--- src/rtl/binaryzation_local_pkg.sv ---
// Shared definitions for the local-mean binaryzation block.
// Holds the mode encoding and small helpers that decode it.
package binaryzation_local_pkg;

  typedef enum logic [1:0] {
    MODE_GLOBAL     = 2'd0,
    MODE_GLOBAL_INV = 2'd1,
    MODE_LOCAL      = 2'd2,
    MODE_LOCAL_INV  = 2'd3
  } mode_e;

  function automatic logic mode_is_local(input mode_e m);
    return (m == MODE_LOCAL) || (m == MODE_LOCAL_INV);
  endfunction

  function automatic logic mode_is_inverted(input mode_e m);
    return (m == MODE_GLOBAL_INV) || (m == MODE_LOCAL_INV);
  endfunction

endpackage

--- src/rtl/binaryzation_win_buf.sv ---
// W-entry circular delay buffer for the local window.
// Ports:
//   clk_i, rst_i : clock, asynchronous active-high reset (pointer only)
//   wr_en        : push wr_data into the buffer
//   wr_data      : sample to store
//   rd_oldest    : entry about to be overwritten, i.e. the sample written
//                  W pushes ago (only meaningful once W samples were written)
module binaryzation_win_buf #(
  parameter int DATA_WIDTH = 8,
  parameter int WIN_LOG2   = 4
) (
  input  logic                  clk_i,
  input  logic                  rst_i,
  input  logic                  wr_en,
  input  logic [DATA_WIDTH-1:0] wr_data,
  output logic [DATA_WIDTH-1:0] rd_oldest
);

  localparam int W = 1 << WIN_LOG2;

  logic [DATA_WIDTH-1:0] mem [W];
  logic [WIN_LOG2-1:0]   ptr_q;

  // Contents are not reset: the caller masks them with its fill count.
  always_ff @(posedge clk_i) begin
    if (wr_en) mem[ptr_q] <= wr_data;
  end

  always_ff @(posedge clk_i or posedge rst_i) begin
    if (rst_i)      ptr_q <= '0;
    else if (wr_en) ptr_q <= ptr_q + 1'b1;
  end

  assign rd_oldest = mem[ptr_q];

endmodule

--- src/rtl/binaryzation_local.sv ---
// Pixel binaryzation against a global threshold or a local running mean.
// Ports:
//   clk_i, rst_i           : clock, asynchronous active-high reset
//   pixel_datav_i          : pixel valid
//   pixel_sol_i            : start of line (qualified by pixel_datav_i)
//   pixel_data_i           : unsigned pixel
//   threshold_i            : global threshold, captured at SOL
//   offset_i               : signed offset on the local mean, captured at SOL
//   mode_i                 : mode, captured at SOL
//   binaryzation_datav_o   : result valid, 2 clocks after pixel_datav_i
//   binaryzation_data_o    : all-ones or all-zeros result
module binaryzation_local
  import binaryzation_local_pkg::*;
#(
  parameter int DATA_WIDTH = 8,
  parameter int WIN_LOG2   = 4
) (
  input  logic                  clk_i,
  input  logic                  rst_i,
  input  logic                  pixel_datav_i,
  input  logic                  pixel_sol_i,
  input  logic [DATA_WIDTH-1:0] pixel_data_i,
  input  logic [DATA_WIDTH-1:0] threshold_i,
  input  logic [DATA_WIDTH:0]   offset_i,
  input  logic [1:0]            mode_i,
  output logic                  binaryzation_datav_o,
  output logic [DATA_WIDTH-1:0] binaryzation_data_o
);

  localparam int SUM_W = DATA_WIDTH + WIN_LOG2;
  localparam logic [WIN_LOG2:0] FILL_FULL = {1'b1, {WIN_LOG2{1'b0}}};

  // Settings captured at SOL
  mode_e                 mode_q;
  logic [DATA_WIDTH-1:0] thr_q;
  logic [DATA_WIDTH:0]   off_q;

  // Window state
  logic [SUM_W-1:0]      sum_q;
  logic [WIN_LOG2:0]     fill_q;
  logic [DATA_WIDTH-1:0] oldest;

  // Stage 1
  logic                  s1_valid_q;
  logic [DATA_WIDTH-1:0] s1_pixel_q;
  logic [DATA_WIDTH-1:0] s1_thr_q;
  logic                  s1_inv_q;

  // Effective values for the current pixel: an SOL pixel sees the new
  // settings and an empty window, so both are muxed before classification.
  mode_e                 mode_eff;
  logic [DATA_WIDTH-1:0] thr_eff;
  logic [DATA_WIDTH:0]   off_eff;
  logic [SUM_W-1:0]      sum_eff;
  logic [WIN_LOG2:0]     fill_eff;
  logic                  full;
  logic [DATA_WIDTH-1:0] mean;
  logic [DATA_WIDTH+1:0] local_raw;
  logic [DATA_WIDTH-1:0] local_thr;
  logic [DATA_WIDTH-1:0] sel_thr;
  logic [SUM_W-1:0]      sum_next;
  logic [WIN_LOG2:0]     fill_next;

  always_comb begin
    mode_eff  = pixel_sol_i ? mode_e'(mode_i) : mode_q;
    thr_eff   = pixel_sol_i ? threshold_i : thr_q;
    off_eff   = pixel_sol_i ? offset_i : off_q;
    sum_eff   = pixel_sol_i ? '0 : sum_q;
    fill_eff  = pixel_sol_i ? '0 : fill_q;
    full      = (fill_eff == FILL_FULL);

    mean      = sum_eff[SUM_W-1:WIN_LOG2];
    // Two extra bits hold the full signed range of mean + offset.
    local_raw = DATA_WIDTH'(0) + ({2'b00, mean} + {off_eff[DATA_WIDTH], off_eff});
    if (local_raw[DATA_WIDTH+1])  local_thr = '0;
    else if (local_raw[DATA_WIDTH]) local_thr = '1;
    else                           local_thr = local_raw[DATA_WIDTH-1:0];

    sel_thr   = (mode_is_local(mode_eff) && full) ? local_thr : thr_eff;

    sum_next  = sum_eff + {{WIN_LOG2{1'b0}}, pixel_data_i}
              - (full ? {{WIN_LOG2{1'b0}}, oldest} : '0);
    fill_next = full ? fill_eff : fill_eff + 1'b1;
  end

  binaryzation_win_buf #(
    .DATA_WIDTH(DATA_WIDTH),
    .WIN_LOG2  (WIN_LOG2)
  ) u_win_buf (
    .clk_i    (clk_i),
    .rst_i    (rst_i),
    .wr_en    (pixel_datav_i),
    .wr_data  (pixel_data_i),
    .rd_oldest(oldest)
  );

  always_ff @(posedge clk_i or posedge rst_i) begin
    if (rst_i) begin
      mode_q <= MODE_GLOBAL;
      thr_q  <= '0;
      off_q  <= '0;
    end else if (pixel_datav_i && pixel_sol_i) begin
      mode_q <= mode_e'(mode_i);
      thr_q  <= threshold_i;
      off_q  <= offset_i;
    end
  end

  always_ff @(posedge clk_i or posedge rst_i) begin
    if (rst_i) begin
      sum_q  <= '0;
      fill_q <= '0;
    end else if (pixel_datav_i) begin
      sum_q  <= sum_next;
      fill_q <= fill_next;
    end
  end

  always_ff @(posedge clk_i or posedge rst_i) begin
    if (rst_i) begin
      s1_valid_q <= 1'b0;
      s1_pixel_q <= '0;
      s1_thr_q   <= '0;
      s1_inv_q   <= 1'b0;
    end else begin
      s1_valid_q <= pixel_datav_i;
      if (pixel_datav_i) begin
        s1_pixel_q <= pixel_data_i;
        s1_thr_q   <= sel_thr;
        s1_inv_q   <= mode_is_inverted(mode_eff);
      end
    end
  end

  always_ff @(posedge clk_i or posedge rst_i) begin
    if (rst_i) begin
      binaryzation_datav_o <= 1'b0;
      binaryzation_data_o  <= '0;
    end else begin
      binaryzation_datav_o <= s1_valid_q;
      if (s1_valid_q)
        binaryzation_data_o <= {DATA_WIDTH{(s1_pixel_q > s1_thr_q) ^ s1_inv_q}};
    end
  end

endmodule

--- config.mk ---
export PLATFORM = sky130hd
export DESIGN_NAME = binaryzation_local
export DESIGN_NICKNAME = d
export VERILOG_FILES = /design/src/rtl/binaryzation_local_pkg.sv /design/src/rtl/binaryzation_win_buf.sv /design/src/rtl/binaryzation_local.sv
export SDC_FILE = /design/constraint.sdc
export NUM_CORES = 1
export LEC_CHECK = 0
export CAP_MARGIN = 5
export CORE_MARGIN = 5
export CORE_UTILIZATION = 48
export CTS_CLUSTER_SIZE = 16
export DETAILED_ROUTE_END_ITERATION = 8
export PLACE_DENSITY = 0.66
export SLEW_MARGIN = 20
export SYNTH_ARGS = -nofsm -noshare
export SYNTH_HDL_FRONTEND = slang
export SYNTH_SLANG_ARGS = --single-unit
--- constraint.sdc ---
create_clock -name clk_i -period 5.05 [get_ports clk_i]
set_input_delay 1.01 -clock clk_i [delete_from_list [all_inputs] [get_ports clk_i]]
set_output_delay 1.01 -clock clk_i [all_outputs]
set_load 0.02 [all_outputs]
# After elaboration in Yosys (flattened, before gate mapping)

Memories as Yosys holds them, arrays and structs flattened.
Index checks and enable logic that the tools add are counted.
W data, S select, Z words.

Register bits after elaboration: 60
Input bits: 31
RAM bits: 128
Output and inout port bits: 9
Logic and storage cells: 40
Memories: 1

Memory list:

| name          | words | bits a word | read ports | clocked after Yosys merged registers in | write ports | line                       | source |
|---|---|---|---|---|---|---|---|
| u_win_buf.mem | 16    | 8           | 1          | 0                                       | 1           | binaryzation_win_buf.sv:21 | `logic [DATA_WIDTH-1:0] mem [W];` |

Muxes and demuxes: 12
Reductions and logical operators: 4
Add/subtract/negate cells: 5
Equality and inequality tests: 4
Bitwise logic cells: 1
Order comparisons: 1

Operator list:

| operator              | number |
|---|---|
| $mux W8               | 5 |
| $add A12 B8 Y12       | 1 |
| $mux W12              | 1 |
| $sub A12 B8 Y12       | 1 |
| $add A9 B9 Y10        | 1 |
| $mux W5               | 2 |
| $mux W9               | 1 |
| $gt A8 B8 Y1          | 1 |
| $add A5 B1 Y5 const B | 1 |
| $eq A5 B5 Y1 const B  | 1 |
| $add A4 B1 Y4 const B | 1 |
| $eq A2 B2 Y1 const B  | 2 |
| $eq A2 B1 Y1 const B  | 1 |
| $logic_and A1 B1 Y1   | 2 |
| $logic_or A1 B1 Y1    | 2 |
| $mux W1               | 2 |
| $mux W2               | 1 |
| $xor A1 B1 Y1         | 1 |

# Logic depth before layout (Yosys ltp)

Word-level depth: 5
Gate-level depth with buffers: 20
Gate-level depth less buffers: 16

# Hierarchy

Synthesis repeated with hierarchy kept, for this count alone.

Cell total of the unflattened synthesis: 626
Area total of the unflattened synthesis: 9165.0 µm²

Modules (own cells, without submodules):

| module               | area each (µm²) | cells an instance | instances | sequential area each (µm²) |
|---|---|---|---|---|
| binaryzation_win_buf | 5251.3          | 241               | 1         | 3943.8 |
| binaryzation_local   | 3913.8          | 385               | 1         | 1401.3 |

# Least setup slack after synthesis

No wires, ideal clock.

Kind: input -> register
From: input port pixel_sol_i
To: register sum_q[9]
Arrival: 4463 ps
Stages: 18
Path slack: 462 ps
Required time: 4925 ps
Setup time: 125 ps
Buffers on the path: 4
Cell sequence: clkbuf_1 > buf_2 > clkbuf_1 > nand2b_1 > ha_1 > nand2_1 > nor4_1 > clkbuf_1 > and2_1 > fa_1 > inv_1 > ha_1 > a211oi_1 > o21ai_0 > a21o_1 > a31oi_1 > xnor2_1 > mux2_2

Cells in the longest elaborated chain, start to end: 4
Elaborated cells between the ends (all ways): 6
Classes of those cells: add/sub: 2; eq/ne: 1; mux: 3

RTL lines:

| element                                                 | line                      | source |
|---|---|---|
| start: declaration                                      | binaryzation_local.sv:21  | `input logic pixel_sol_i,` |
| branches (longest 3 deep; another with $add A12 B8 Y12) | n/a                       |  |
| $sub A12 B8 Y12 (*)                                     | binaryzation_local.sv:82  | `- (full ? {{WIN_LOG2{1'b0}}, oldest} : '0);` |
| end signal: assignment                                  | binaryzation_local.sv:114 | `sum_q <= sum_next;` |
| end: declaration                                        | binaryzation_local.sv:39  | `logic [SUM_W-1:0] sum_q;` |

Mark *: on every way between the ends.
A chain may end at the register's enable or synchronous reset.

# Final worst setup path

From: register u_win_buf.ptr_q[0]
To: register sum_q[8]

Cells in the longest elaborated chain, start to end: 3

RTL lines:

| element                  | line                       | source |
|---|---|---|
| start: declaration       | binaryzation_win_buf.sv:22 | `logic [WIN_LOG2-1:0] ptr_q;` |
| start signal: assignment | binaryzation_win_buf.sv:31 | `else if (wr_en) ptr_q <= ptr_q + 1'b1;` |
| $mem_v2 Z16 W8           | n/a                        |  |
| $mux W8                  | binaryzation_local.sv:82   |  |
| $sub A12 B8 Y12          | binaryzation_local.sv:82   |  |

Every way passes these cells.

==> results by group <==
STA
  • Tmin final: 4.479 ns
  • Skew final: 0.01356 ns
  • Worst rel slew slack: 37.24%
  • Final period util: 88.70%
  • Setup TNS Final: 0 ns
  • Achievable Freq: 223.3 MHz
  • Final Max Tran Viols: 0
  • Least-Margin Pin Slew: around 0.94 ns
  • Setup violators final: 0
  • Final Hold Fails: 0
  • Final setup margin: 0.5708 ns
  • Unrepaired setup endpoints after global routing: false

Pwr
  • Pwr/cell area: 498.4 nW/um^2
  • Leak pwr: about 4 nW
  • Peak supply drop: approximately 0.29 mV

Hold path
  • Hold crit path type: reg2reg

Finish
  • Fin cells: 906
  • Storage cell area: 5346 sq um
  • Multi-input logic area: around 3300 sq um
  • Area Overhead vs Synth: 13.53%
  • Filler Cells Inserted: ~1500
  • Nets: 733
  • Ant diodes: 0
  • Final Instance Area: 10300 sq um
  • Share of cells above drive strength 1: 20.09%

Setup path
  • Peak fanout along the critical path: 24
  • Crit path buf inv count: 2
  • Crit path arrival time: ~4.8 ns
  • Crit-path cells: buf_12 > mux4_2 > mux4_2 > and2_1 > ha_1 > inv_1 > ha_1 > fa_1 > a21oi_1 > o21ai_0 > a21oi_1 > o21ai_0 > xor2_1 > mux2_2
  • Worst Setup End Kind: flop
  • CP peak stage delay: 0.88 ns
  • Critical path class: reg2reg
  • CP top delay family: multiplexers
  • Startpoint types: flop
  • Req. time, crit path: 5.36 ns
  • Slowest-stage cell, CP: dfrtp_2

Global route
  • Grt ovf: 0
  • First-pass GRT wire length: between 20000 and 30000 um
  • Total GRT Usage: 17.49%
  • Largest net degree at the start of global routing: 64
  • Vias in the first global route: 5275
  • Initial antenna violation count: 0

Yosys
  • Synth Cell Area: roughly 9000 sq um
  • Syn Nets: 694
  • Compound-gate portion of the synthesized area: 5.435%
  • Share of Yosys cell area claimed by the top area cell type: 42.38%
  • Main combinational cell family by area after synthesis: multiplexers
  • Synth Area in Adders: under 10%
  • Post-Syn Instances: 620
  • Multiplexer share of the synthesized area: between 10% and 20%
  • #FFs+latches synth: between 150 and 200
  • Simple logic cell fraction of the synthesized area: under 10%
  • Most frequent cells after synthesis: 128 x edfxtp_1, 60 x dfrtp_1, 54 x inv_1, 43 x mux2_2, 40 x mux4_2
  • Number of flops mapped to enable cells by yosys: 128
  • Post-synth top flop: edfxtp_1
  • Netlist cell types: 46
  • Syn_area_per_cell: 14.63 sq um
  • Synth Area in XOR/XNOR: 1.642%
  • Sequential area share after synthesis: 58.93%
  • Largest area contributor in the netlist: edfxtp_1
  • Most numerous cell in the Yosys netlist: edfxtp_1
  • Async SR Flop Fraction: 31.91%
  • Synthesis warning total: 0
  • Synth area leaders: edfxtp_1 42%, dfrtp_1 17%, mux4_2 9.9%, mux2_2 5.3%, ha_1 4.7%

Routing
  • WL/cell: 20.17 um
  • DRT Wirelength: about 18000 um
  • Vias per std cell: 5.587
  • Initial DRC Count: 331
  • Via count: 5062
  • Number of routed nets with antenna violations: 0
  • Drt first pass iters: 5
  • Drc violations: 0

Placement
  • Placed cells: approximately 870
  • Worst slack, placed: ~0.56 ns
  • Post-DP HPWL: 12470 um
  • PortBufs: 39
  • GP Congestion: 0.8387
  • Cell Area, Placed: 9686 sq um

CTS
  • CTS tree: built
  • Skew-Pair Late Insertion Delay: 0.44 ns
  • PostCTS Resize Cnt: 0
  • Clk slew on worst S/H paths: 0.07 ns
  • Max Buffers Root-to-Sink: 2
  • Post-CTS setup buffers: 0
  • TritonCTS Sinks: 188
  • # hold bufs at CTS: 0
  • H-Tree Depth: 4
  • Total CTS buffers: 17
  • Root Buffer: clkbuf_16

Die
  • Die area: 21740 sq um
  • Core ar.: 18640 sq um
  • # IOs: 40
  • Initial core utilization: 48.65%
  • Die Ht: 147.5 um
  • Cell Rows: 50
  • Die W: 147.5 um

Run
  • Max-Cap Viols: 0

Status
  • Outcome: finished clean
-- area by class of cell --
cell class	count	area share, %
inverters	54	1.968
multi-input cells	344	32.42
clock buffers	17	4.131
well taps	234	2.843
flip-flops and latches	188	51.92
repair buffers	54	4.909
clock inverters	15	1.810
-- sequential cells by signal, summed over array words and instances, names as in the netlist --
| signal | cells |
|---|---|
| sum_q | 12 |
| off_q | 9 |
| u_win_buf.ptr_q | 4 |
| s1_pixel_q | 8 |
| u_win_buf.mem | 128 |
| s1_inv_q | 1 |
| mode_q | 2 |
| thr_q | 8 |
| binaryzation_data_o | 1 |
| s1_thr_q | 8 |
| s1_valid_q | 1 |
| binaryzation_datav_o | 1 |
| fill_q | 5 |
-- metrics by stage --
| step | total power, mW | util, % | hold WS, ns |
|---|---|---|---|
| 3_5_place_dp | 3.800 | 51.95 | 0.3843 |
| 3_3_place_gp | 3.747 | 51.95 | 0.3816 |
| 6_report | 5.132 | 55.23 | 0.4011 |
| 2_1_floorplan | 3.378 | - | 0.3750 |
| 4_1_cts | 5.176 | 55.23 | 0.4007 |
| 5_1_grt | 5.428 | 55.23 | 0.4070 |
-- power by group --
part	switching [mW]	internal, mW
clock	0.659	0.716
combinational	0.789	0.861
sequential	0.225	1.88
total	1.67	3.46
-- cells in the final DEF, fill, tap and decap left out, types with 3 or more instances in the layout --
| cell type | netlist | layout |
|---|---|---|
| nor2b_1 | 3 | 3 |
| clkbuf_16 | 0 | 17 |
| ha_1 | 34 | 34 |
| nand3_1 | 4 | 4 |
| and2_1 | 25 | 25 |
| dfrtp_1 | 60 | 59 |
| nor3b_1 | 3 | 3 |
| mux4_2 | 40 | 40 |
| nor4_1 | 8 | 8 |
| mux2_2 | 43 | 43 |
| clkdlybuf4s50_1 | 0 | 37 |
| o22ai_1 | 10 | 10 |
| mux2i_1 | 11 | 11 |
| nand2b_1 | 13 | 13 |
| nor3_1 | 4 | 4 |
| nand2_1 | 14 | 14 |
| a21o_1 | 6 | 6 |
| a211oi_1 | 3 | 3 |
| xor2_1 | 7 | 7 |
| clkinv_8 | 0 | 3 |
| buf_4 | 8 | 14 |
| o21bai_1 | 3 | 3 |
| inv_8 | 0 | 5 |
| edfxtp_1 | 128 | 128 |
| o21a_1 | 3 | 3 |
| fa_1 | 9 | 9 |
| inv_6 | 0 | 4 |
| inv_1 | 54 | 53 |
| nor2_1 | 22 | 22 |
| o21ai_0 | 20 | 20 |
| xnor2_1 | 10 | 10 |
| a21oi_1 | 24 | 24 |
| nand3b_1 | 3 | 3 |
| and3_1 | 5 | 5 |
-- layer usage --
layer / global-route usage (%) / routed length, um / vias to the layer above / share of wire, %
li1: - / - / 2384 / -
met1: 22.87 / 8077 / 2561 / 44
met2: 29.75 / 9272 / 101 / 51
met3: 3.587 / 648 / 16 / 3.5
met4: 5.266 / 275 / 0 / 1.5
met5: 0 / 0 / - / 0
-- worst paths after layout --
path,endpoint,slack (ns),cells after the start,from
worst max-delay path,sum_q[8]$_DFFE_PP0P_,0.57,14,u_win_buf.ptr_q[0]$_DFFE_PP0P_
worst min-delay path,binaryzation_datav_o$_DFF_PP0_,0.40,0,s1_valid_q$_DFF_PP0_
worst max register to register,sum_q[8]$_DFFE_PP0P_,0.57,14,u_win_buf.ptr_q[0]$_DFFE_PP0P_
worst min register to register,binaryzation_datav_o$_DFF_PP0_,0.40,0,s1_valid_q$_DFF_PP0_
max in group asynchronous,fill_q[4]$_DFFE_PP0P_,3.11,3,rst_i
min in group asynchronous,s1_valid_q$_DFF_PP0_,1.10,2,rst_i
-- kinds of logic (layout without fill, tap and decap cells) --
| group | Yosys count | after routing |
|---|---|---|
| AO/OA/AOI/OAI | 81 | 81 |
| XOR/XNOR | 17 | 17 |
| adder cells (fa/ha/maj) | 43 | 43 |
| buffers and inverters | 88 | 140 |
| flip-flops | 188 | 188 |
| multiplexers | 94 | 94 |
| AND/OR/NAND/NOR | 109 | 109 |
No activity file was read; power rests on OpenSTA's default activity.
